[config.mk]
export PLATFORM = sky130hd
export DESIGN_NAME = pixel_sensor_ctrl
export DESIGN_NICKNAME = d
export VERILOG_FILES = /design/src/rtl/pixel_pkg.sv /design/src/rtl/pixel_adc_ramp.sv /design/src/rtl/pixel_sensor_ctrl.sv
export SDC_FILE = /design/constraint.sdc
export NUM_CORES = 1
export LEC_CHECK = 0
export CORE_AREA = 2 2 76 150
export DETAILED_ROUTE_END_ITERATION = 8
export DIE_AREA = 0 0 78 152
export MAX_ROUTING_LAYER = met4
export PLACE_DENSITY_LB_ADDON = 0.08
export SKIP_CTS_REPAIR_TIMING = 1
export SLEW_MARGIN = 10
export SYNTH_ARGS = -nofsm -noshare
export SYNTH_HDL_FRONTEND = slang
export SYNTH_SLANG_ARGS = --single-unit
[constraint.sdc]
create_clock -name i_clk -period 5.05 [get_ports i_clk]
set_input_delay 1.01 -clock i_clk [delete_from_list [all_inputs] [get_ports i_clk]]
set_output_delay 1.01 -clock i_clk [all_outputs]
set_load 0.02 [all_outputs]
[src/rtl/pixel_pkg.sv]
// pixel_pkg: state encoding and Gray-to-binary helper shared by the pixel frame controller
// Contents: state_t (frame sequencer states), gray2bin (32-bit Gray decode, callers truncate)
package pixel_pkg;
    typedef enum logic [2:0] {IDLE, S_ERASE, S_EXPOSE, S_CONVERT, S_SETTLE, S_STREAM} state_t;
    function automatic logic [31:0] gray2bin(input logic [31:0] g);
        logic [31:0] b;
        b = g;
        for (int i = 1; i < 32; i++) b = b ^ (g >> i);
        return b;
    endfunction
endpackage

[src/rtl/pixel_adc_ramp.sv]
// pixel_adc_ramp: ADC ramp counter broadcast to the pixel latches during conversion
// Ports: i_clk/i_rst clock and async reset; i_clr forces the ramp to 0; i_en runs the ramp;
//        o_code ramp code (Gray or binary, 0 when disabled); o_last high on the final ramp step
module pixel_adc_ramp #(
    parameter int N_BITS = 8,
    parameter int GRAY   = 1
) (
    input  logic              i_clk,
    input  logic              i_rst,
    input  logic              i_clr,
    input  logic              i_en,
    output logic [N_BITS-1:0] o_code,
    output logic              o_last
);
    logic [N_BITS-1:0] r_k;
    // The ramp sits at 0 whenever disabled, so every conversion starts from code 0 and never wraps
    always_ff @(posedge i_clk or posedge i_rst) begin
        if (i_rst) r_k <= '0;
        else r_k <= (i_clr || !i_en || o_last) ? '0 : r_k + 1'b1;
    end
    assign o_last = i_en && (r_k == '1);
    assign o_code = !i_en ? '0 : (GRAY != 0) ? (r_k ^ (r_k >> 1)) : r_k;
endmodule

[src/rtl/pixel_sensor_ctrl.sv]
// pixel_sensor_ctrl: ERASE/EXPOSE/CONVERT/READ frame sequencer with a valid/ready pixel stream
// Ports: i_clk/i_rst clock and async reset; i_start, i_continuous, i_abort frame control;
//        i_expose_cyc exposure length; o_erase/o_expose/o_convert phase strobes; o_read row select;
//        o_adc_code ramp broadcast; i_pix_data selected-row codes; o_out_* pixel stream with i_out_ready;
//        o_frame_done end-of-frame pulse; o_busy not idle
module pixel_sensor_ctrl
    import pixel_pkg::*;
#(
    parameter int ROW        = 4,
    parameter int COL        = 4,
    parameter int N_BITS     = 8,
    parameter int ERASE_CYC  = 5,
    parameter int SETTLE_CYC = 2,
    parameter int EXP_W      = 16,
    parameter int GRAY       = 1
) (
    input  logic                    i_clk,
    input  logic                    i_rst,
    input  logic                    i_start,
    input  logic                    i_continuous,
    input  logic                    i_abort,
    input  logic [EXP_W-1:0]        i_expose_cyc,
    output logic                    o_erase,
    output logic                    o_expose,
    output logic                    o_convert,
    output logic [ROW-1:0]          o_read,
    output logic [N_BITS-1:0]       o_adc_code,
    input  logic [COL*N_BITS-1:0]   i_pix_data,
    output logic [N_BITS-1:0]       o_out_data,
    output logic [$clog2(ROW)-1:0]  o_out_row,
    output logic [$clog2(COL)-1:0]  o_out_col,
    output logic                    o_out_valid,
    input  logic                    i_out_ready,
    output logic                    o_frame_done,
    output logic                    o_busy
);
    localparam int RW  = $clog2(ROW);
    localparam int CLW = $clog2(COL);
    state_t              r_state, w_next;
    logic [EXP_W-1:0]    r_cnt, r_exp;
    logic [RW-1:0]       r_row;
    logic [CLW-1:0]      r_col;
    logic [COL*N_BITS-1:0] r_rowbuf;
    logic                r_done, r_erase, r_expose, r_convert, r_busy;
    logic                w_last_code, w_xfer, w_last_col, w_last_row, w_hold_cnt;
    logic [N_BITS-1:0]   w_code, w_pix;
    pixel_adc_ramp #(.N_BITS(N_BITS), .GRAY(GRAY)) u_ramp (
        .i_clk  (i_clk),
        .i_rst  (i_rst),
        .i_clr  (i_abort),
        .i_en   (r_state == S_CONVERT),
        .o_code (w_code),
        .o_last (w_last_code)
    );
    assign w_xfer     = o_out_valid && i_out_ready;
    assign w_last_col = r_col == CLW'(COL - 1);
    assign w_last_row = r_row == RW'(ROW - 1);
    // Phase counter only matters in timed states; parking it at 0 elsewhere keeps it from wrapping
    assign w_hold_cnt = (r_state == IDLE) || (r_state == S_CONVERT) || (r_state == S_STREAM);
    always_comb begin
        w_next = r_state;
        case (r_state)
            IDLE:      w_next = i_start ? S_ERASE : IDLE;
            S_ERASE:   w_next = (r_cnt == EXP_W'(ERASE_CYC - 1)) ? S_EXPOSE : S_ERASE;
            S_EXPOSE:  w_next = (r_cnt == r_exp - 1'b1) ? S_CONVERT : S_EXPOSE;
            S_CONVERT: w_next = w_last_code ? S_SETTLE : S_CONVERT;
            // SETTLE_CYC cycles with the row selected, then one cycle with READ released
            S_SETTLE:  w_next = (r_cnt == EXP_W'(SETTLE_CYC)) ? S_STREAM : S_SETTLE;
            S_STREAM:  if (w_xfer && w_last_col) w_next = !w_last_row ? S_SETTLE : i_continuous ? S_ERASE : IDLE;
            default:   w_next = IDLE;
        endcase
        if (i_abort) w_next = IDLE;
    end
    always_ff @(posedge i_clk or posedge i_rst) begin
        if (i_rst) begin
            r_state   <= IDLE;
            r_cnt     <= '0;
            r_exp     <= '0;
            r_row     <= '0;
            r_col     <= '0;
            r_rowbuf  <= '0;
            r_done    <= 1'b0;
            r_erase   <= 1'b0;
            r_expose  <= 1'b0;
            r_convert <= 1'b0;
            r_busy    <= 1'b0;
        end else begin
            r_state   <= w_next;
            r_erase   <= w_next == S_ERASE;
            r_expose  <= w_next == S_EXPOSE;
            r_convert <= w_next == S_CONVERT;
            r_busy    <= w_next != IDLE;
            r_cnt     <= (w_next != r_state || w_hold_cnt) ? '0 : r_cnt + 1'b1;
            r_done    <= !i_abort && w_xfer && w_last_col && w_last_row;
            // Zero exposure is promoted to one cycle so the EXPOSE compare stays meaningful
            if (r_state == IDLE && i_start && !i_abort) r_exp <= (i_expose_cyc == '0) ? EXP_W'(1) : i_expose_cyc;
            if (r_state == S_SETTLE && r_cnt == EXP_W'(SETTLE_CYC - 1)) r_rowbuf <= i_pix_data;
            if (i_abort || r_state == IDLE) begin
                r_row <= '0;
                r_col <= '0;
            end else if (w_xfer) begin
                r_col <= w_last_col ? '0 : r_col + 1'b1;
                if (w_last_col) r_row <= w_last_row ? '0 : r_row + 1'b1;
            end
        end
    end
    assign w_pix        = r_rowbuf[r_col*N_BITS +: N_BITS];
    assign o_erase      = r_erase;
    assign o_expose     = r_expose;
    assign o_convert    = r_convert;
    assign o_busy       = r_busy;
    assign o_frame_done = r_done;
    assign o_adc_code   = w_code;
    assign o_read       = (r_state == S_SETTLE && r_cnt < EXP_W'(SETTLE_CYC)) ? ROW'(1) << r_row : '0;
    assign o_out_valid  = r_state == S_STREAM;
    assign o_out_data   = !o_out_valid ? '0 : (GRAY != 0) ? N_BITS'(gray2bin(32'(w_pix))) : w_pix;
    assign o_out_row    = o_out_valid ? r_row : '0;
    assign o_out_col    = o_out_valid ? r_col : '0;
endmodule

== Yosys cells after proc, flatten, opt, wreduce, memory -nomap -nowiden ==
Index checks and enable logic that the tools add are counted.

* Flip-flop bits (word level): 84
* Input port bits: 54

* Add/subtract/negate cells: 5
* Magnitude comparators: 1
* Equality and inequality tests: 16
* Shift operators: 2
* Multiplexer cells: 25
* Bitwise logic cells: 8
* Reduce and logical (&&, ||, !) cells: 24

{| class="wikitable"
|+ Operator list
! operator !! number
|-
| two-way mux 16 bit || 2
|-
| variable part select 32 x 6 -> 8 bit || 1
|-
| two-way mux 8 bit || 3
|-
| two-way mux 2 bit || 10
|-
| one-hot mux 3 bit (6 select lines) || 1
|-
| adder 16 x 1 -> 16 bit, second input constant || 1
|-
| == test 16 x 1 -> 1 bit, second input constant || 1
|-
| == test 16 bit || 1
|-
| == test 16 x 2 -> 1 bit, second input constant || 1
|-
| == test 16 x 3 -> 1 bit, second input constant || 1
|-
| logical NOT 16 bit || 1
|-
| < comparator 16 x 2 -> 1 bit, second input constant || 1
|-
| subtractor 16 x 1 -> 16 bit, second input constant || 1
|-
| XOR 8 x 7 -> 8 bit || 2
|-
| == test 3 x 2 -> 1 bit, second input constant || 4
|-
| two-way mux 3 bit || 4
|-
| logical AND 1 bit || 10
|-
| adder 8 x 1 -> 8 bit, second input constant || 1
|-
| == test 8 bit, second input constant || 1
|-
| XOR 8 x 1 -> 8 bit || 1
|-
| XOR 8 x 2 -> 8 bit || 1
|-
| XOR 8 x 3 -> 8 bit || 1
|-
| XOR 8 x 4 -> 8 bit || 1
|-
| XOR 8 x 5 -> 8 bit || 1
|-
| other kinds (15) || 29
|}

== Depth between registers and ports, before layout ==
* Word-level depth: 9
* Gate-level depth with buffers: 10

== Hierarchy ==
A second synthesis with hierarchy kept.

* Cell total of the unflattened synthesis: 424
* Area total of the unflattened synthesis: 4768.3 um2

{| class="wikitable"
|+ By module, submodules not included
! module !! times used !! cells each !! area each (um2) !! seq. area each (um2)
|-
| pixel_sensor_ctrl || 1 || 376 || 4276.6 || 1901.8
|-
| pixel_adc_ramp || 1 || 48 || 491.7 || 200.2
|}

== Least setup slack after synthesis ==
No wires, ideal clock.

* Path kind: reg-to-output
* From: register r_col[0]
* To: output port o_out_data[0]
* Arrival: 2.752 ns
* Path slack: 1.288 ns
* Stages on the path, launching flop included: 9
* Path buffers: 1
* Path through: dfrtp_1 > buf_6 > mux4_2 > xnor3_2 > xnor2_2 > xnor3_2 > xor2_1 > xor2_1 > nor2_1

* Word-level cells in the longest chain between the ends: 9

{| class="wikitable"
|+ Ends and longest elaborated chain
! element !! RTL line !! RTL
|-
| from (decl) || pixel_sensor_ctrl.sv:42 || <nowiki>logic [CLW-1:0] r_col;</nowiki>
|-
| from (signal assigned) || pixel_sensor_ctrl.sv:102 || <nowiki>r_col <= w_last_col ? '0 : r_col + 1'b1;</nowiki>
|-
| variable part select 32 x 6 -> 8 bit * || pixel_sensor_ctrl.sv:107 || <nowiki>assign w_pix = r_rowbuf[r_col*N_BITS +: N_BITS];</nowiki>
|-
| XOR 8 x 7 -> 8 bit || pixel_pkg.sv:8 || <nowiki>for (int i = 1; i < 32; i++) b = b ^ (g >> i);</nowiki>
|-
| XOR 8 x 6 -> 8 bit || pixel_pkg.sv:8 ||
|-
| XOR 8 x 5 -> 8 bit || pixel_pkg.sv:8 ||
|-
| XOR 8 x 4 -> 8 bit || pixel_pkg.sv:8 ||
|-
| XOR 8 x 3 -> 8 bit || pixel_pkg.sv:8 ||
|-
| XOR 8 x 2 -> 8 bit || pixel_pkg.sv:8 ||
|-
| XOR 8 x 1 -> 8 bit * || pixel_pkg.sv:8 ||
|-
| two-way mux 8 bit * || pixel_sensor_ctrl.sv:116 || <nowiki>assign o_out_data = !o_out_valid ? '0 : (GRAY != 0) ? N_BITS'(gray2bin(32'(w_pix))) : w_pix;</nowiki>
|-
| to (decl) || pixel_sensor_ctrl.sv:29 || <nowiki>output logic [N_BITS-1:0] o_out_data,</nowiki>
|}

Every way passes the cells marked *; elsewhere a longest branch is shown, timed or not.

== Worst setup path in the final report ==
Same ends and word-level chain as after synthesis.

==> metrics.txt <==
# TYPE chip_impl_metric gauge
chip_impl_metric{name="place.detailed.hpwl",unit="µm"} 8350
chip_impl_info{name="critical_path.reg2reg.endpoint",value="r_cnt[1]"} 1
chip_impl_metric{name="cts.htree.levels",unit=""} 3
chip_impl_metric{name="drt.antenna.violating_nets",unit=""} 0
chip_impl_metric{name="die_h",unit="µm"} 152
chip_impl_metric{name="async_flop_share",unit="%"} 100
chip_impl_metric{name="reg2reg_depth",unit=""} 8
chip_impl_metric{name="antenna_found_initial",unit=""} 0
chip_impl_metric{name="layoutNonFillerInstCount",unit=""} 656
chip_impl_metric{name="critPathArrivalTime",unit="ns"} 3.63
chip_impl_metric{name="tightest_slew_margin_relative_to_the_limit",unit="%"} 26.0
chip_impl_metric{name="cts_buffers",unit=""} 9
chip_impl_metric{name="maxCapViolCount",unit=""} 0
chip_impl_metric{name="coreArea",unit="µm²"} 10800
chip_impl_metric{name="synth_seq_cells",unit=""} 84
chip_impl_info{name="critical_path_end_type",value="output port"} 1
chip_impl_metric{name="clock_latency",unit="ns"} 0.35
chip_impl_metric{name="fraction_of_final_layout_cells_sized_beyond_drive_strength_1",unit="%"} 13.0
chip_impl_metric{name="rrSetupSlack",unit="ns"} 1.78
chip_impl_metric{name="floorplan.io_pins",unit=""} 84
chip_impl_metric{name="critical_path.max_fanout",unit=""} 3
chip_impl_metric{name="drt-total-wl",unit="µm"} 11100
chip_impl_info{name="path_delay_family",value="XOR/XNOR gates"} 1
chip_impl_info{name="layout_commonest_cell",value="sky130_fd_sc_hd__dfrtp_1"} 1
chip_impl_metric{name="critPathBufInv",unit=""} 1
chip_impl_info{name="path_class",value="reg2out"} 1
chip_impl_metric{name="ir_worst_vdd",unit="V"} 0.000168
chip_impl_info{name="crit_chain",value="mux4_1 -> xnor3_2 -> xnor2_2 -> xnor3_2 -> xor2_1 -> xor2_1 -> nor2_1 -> clkdlybuf4s50_1"} 1
chip_impl_metric{name="yosysUniqueCellTypes",unit=""} 56
chip_impl_info{name="hold_start",value="r_rowbuf[5]"} 1
chip_impl_info{name="clock_tree.root_cell",value="sky130_fd_sc_hd__clkbuf_16"} 1
chip_impl_metric{name="cts_buffer_depth",unit=""} 2
chip_impl_metric{name="finalHoldViolations",unit=""} 0
chip_impl_metric{name="io_buffer_count",unit=""} 83
chip_impl_metric{name="vias_in_the_first_global_route",unit=""} 3758
chip_impl_metric{name="num-fill-cells",unit=""} 963
chip_impl_info{name="hold_path.class",value="reg2reg"} 1
chip_impl_metric{name="synth_nets",unit=""} 506
chip_impl_metric{name="avgRoutedWirePerCell",unit="µm"} 17.0
chip_impl_metric{name="critical_path_required",unit="ns"} 4.04
chip_impl_info{name="final_cell_mix",value="84 x sky130_fd_sc_hd__dfrtp_1, 83 x sky130_fd_sc_hd__clkdlybuf4s50_1, 38 x sky130_fd_sc_hd__nor2_1"} 1
chip_impl_info{name="worstReg2RegStart",value="r_exp[0]"} 1
chip_impl_metric{name="post_synth.cell_area_avg",unit="µm²"} 10.8
chip_impl_metric{name="synth.yosys.warnings",unit=""} 0
chip_impl_metric{name="finalSetupTns",unit="ns"} 0
chip_impl_metric{name="clk_pin_slew",unit="ns"} 0.07
chip_impl_metric{name="rows",unit=""} 54
chip_impl_metric{name="timing.final.max_slew_violations",unit=""} 0
chip_impl_metric{name="utilization",unit="%"} 55.0
chip_impl_metric{name="globalRouteTotalUtil",unit="%"} 20.3
chip_impl_metric{name="grt_overflow",unit=""} 0
chip_impl_metric{name="grt_start_max_net_pins",unit=""} 58
chip_impl_metric{name="period_share",unit="%"} 91.9
chip_impl_info{name="yosys_most_used_dff",value="sky130_fd_sc_hd__dfrtp_1"} 1
chip_impl_metric{name="initial_utilization",unit="%"} 43.6
chip_impl_metric{name="die-width",unit="µm"} 78
chip_impl_metric{name="worst_slew_pin_slew",unit="ns"} 1.10
chip_impl_metric{name="setup_viol",unit=""} 0
chip_impl_metric{name="overall_die_area",unit="µm²"} 11900
chip_impl_info{name="status",value="finished, final reports clean"} 1
chip_impl_metric{name="detail_route.drc_violations",unit=""} 0
chip_impl_metric{name="fin_crit",unit="ns"} 4.64
chip_impl_info{name="slowest_stage",value="sky130_fd_sc_hd__mux4_1"} 1
chip_impl_metric{name="synth_sequential_area_ratio",unit="%"} 44.6
chip_impl_metric{name="1st_iter_drt_viols",unit=""} 96
chip_impl_metric{name="leak",unit="nW"} 2.49
chip_impl_metric{name="worst_clock_skew",unit="ns"} 0.00917
chip_impl_info{name="worstSetupStartpointType",value="flop"} 1
chip_impl_metric{name="drt_first_pass_iters",unit=""} 4
chip_impl_metric{name="diodes",unit=""} 0
chip_impl_metric{name="synth_area",unit="µm²"} 4710
chip_impl_metric{name="synth_edf_count",unit=""} 0
chip_impl_metric{name="fmax",unit="MHz"} 216
chip_impl_metric{name="gp_congestion",unit=""} 0.839
chip_impl_metric{name="power.density",unit="nW/µm²"} 276
chip_impl_metric{name="detailroute.via_count",unit=""} 3626
chip_impl_info{name="rsz0062_at_grt",value="no"} 1
chip_impl_metric{name="numClockSinks",unit=""} 84
chip_impl_metric{name="num-nets-final",unit=""} 582
chip_impl_metric{name="placed_cells",unit=""} 640
chip_impl_metric{name="finalPower",unit="mW"} 1.64
chip_impl_info{name="tritoncts_clock_tree",value="yes"} 1
chip_impl_metric{name="min_delay_path_depth",unit=""} 1
chip_impl_metric{name="worst_path_largest_cell_delay",unit="ns"} 0.64
chip_impl_info{name="timing.hold.worst_endpoint",value="r_rowbuf[5]"} 1
chip_impl_metric{name="grt_pass1_wl",unit="µm"} 18400
chip_impl_metric{name="post_drt_via_cell_ratio",unit=""} 5.53
chip_impl_metric{name="syn-instance-count",unit=""} 435
chip_impl_metric{name="area_growth_syn_to_layout",unit="%"} 26.3
-- registers in the layout (all words and copies together) (netlist names) --
name,flops
o_convert,1
u_ramp.r_k,8
o_frame_done,1
r_cnt,16
r_row,2
o_expose,1
o_busy,1
r_exp,16
r_rowbuf,32
r_col,2
r_state,3
o_erase,1
-- cells in the mapped netlist (2+ instances only) --
| library cell | count | area (µm²) |
|---|---|---|
| sky130_fd_sc_hd__a31oi_1 | 2 | 12.5 |
| sky130_fd_sc_hd__nor2_1 | 38 | 143 |
| sky130_fd_sc_hd__nor3b_1 | 2 | 15.0 |
| sky130_fd_sc_hd__dfrtp_1 | 84 | 2100 |
| sky130_fd_sc_hd__and4_1 | 3 | 26.3 |
| sky130_fd_sc_hd__mux4_1 | 7 | 184 |
| sky130_fd_sc_hd__a21oi_1 | 23 | 115 |
| sky130_fd_sc_hd__and2_1 | 3 | 18.8 |
| sky130_fd_sc_hd__xnor2_1 | 17 | 149 |
| sky130_fd_sc_hd__a41oi_1 | 2 | 17.5 |
| sky130_fd_sc_hd__mux2_2 | 36 | 405 |
| sky130_fd_sc_hd__xnor3_2 | 2 | 47.6 |
| sky130_fd_sc_hd__a21o_1 | 3 | 22.5 |
| sky130_fd_sc_hd__clkbuf_1 | 13 | 48.8 |
| sky130_fd_sc_hd__buf_1 | 5 | 18.8 |
| sky130_fd_sc_hd__ha_1 | 17 | 213 |
| sky130_fd_sc_hd__nand2b_1 | 4 | 25.0 |
| sky130_fd_sc_hd__o21ai_0 | 7 | 35.0 |
| sky130_fd_sc_hd__a21boi_0 | 3 | 22.5 |
| sky130_fd_sc_hd__nor4_1 | 11 | 68.8 |
| sky130_fd_sc_hd__nand4_1 | 8 | 50.1 |
| sky130_fd_sc_hd__a22o_1 | 11 | 96.3 |
| sky130_fd_sc_hd__nand2_1 | 16 | 60.1 |
| sky130_fd_sc_hd__and3_1 | 17 | 106 |
| sky130_fd_sc_hd__nor3_1 | 11 | 55.1 |
| sky130_fd_sc_hd__xor2_1 | 26 | 228 |
| sky130_fd_sc_hd__o211ai_1 | 3 | 22.5 |
| sky130_fd_sc_hd__nor2b_1 | 4 | 25.0 |
| sky130_fd_sc_hd__buf_2 | 2 | 10.0 |
| sky130_fd_sc_hd__nand3_1 | 18 | 90.1 |
| sky130_fd_sc_hd__or2_2 | 2 | 12.5 |
| sky130_fd_sc_hd__inv_1 | 11 | 41.3 |
-- per-layer routing --
| metal | GRT usage (%) | part of all wire [%] | vias to the layer above |
|---|---|---|---|
| met5 | - | 0 | - |
| met4 | 10.3 | 4.1 | 0 |
| met3 | 3.62 | 3.7 | 28 |
| met2 | 35.1 | 55 | 96 |
| met1 | 21.8 | 37 | 1769 |
| li1 | - | - | 1733 |
-- logic make-up after synthesis --
| kind of cell | share of synthesized area (%) |
|---|---|
| flip-flops | 44.6 |
| XOR/XNOR | 9.34 |
| AO/OA/AOI/OAI | 9.05 |
| buffers and inverters | 2.87 |
| AND/OR/NAND/NOR | 16.4 |
| multiplexers | 13.2 |
| adder cells (fa/ha/maj) | 4.51 |
-- layout make-up --
class	count	area [µm²]	share of cell area [%]
Clock buffer	10	239	4.02
Clock inverter	6	55.1	0.925
Inverter	11	42.5	0.715
Multi-Input combinational cell	318	2480	41.6
Sequential cell	84	2100	35.3
Tap cell	140	175	2.94
Timing Repair Buffer	87	861	14.5
-- power breakdown --
| group | internal [mW] | leakage, nW | switching, mW | total, mW |
|---|---|---|---|---|
| clock | 0.356 | 0.146 | 0.290 | 0.646 |
| sequential | 0.713 | 1.07 | 0.0484 | 0.761 |
| combinational | 0.130 | 1.28 | 0.105 | 0.235 |
-- worst max-delay path by stage --
stage                        start             to  slack, ns  cells after the start
after floorplan           r_col[0]  o_out_data[0]       1.29                      8
after global routing      r_col[0]  o_out_data[0]       0.26                      8
after CTS                 r_col[0]  o_out_data[0]       0.37                      8
final                     r_col[0]  o_out_data[0]       0.41                      8
after detailed placement  r_col[0]  o_out_data[0]       0.77                      8
after global placement    r_col[0]  o_out_data[0]       0.75                      8
-- stage by stage --
stage               cell area (µm²)  worst slack (ns)  hold slack, ns
detailed placement             5660             0.773           0.488
CTS                            5950             0.373           0.503
global placement               5660             0.753           0.480
floorplan                      4710              1.29           0.470
finish                         5950             0.410           0.499
global route                   5950             0.262           0.511
No activity file was read; power rests on OpenSTA's default activity.
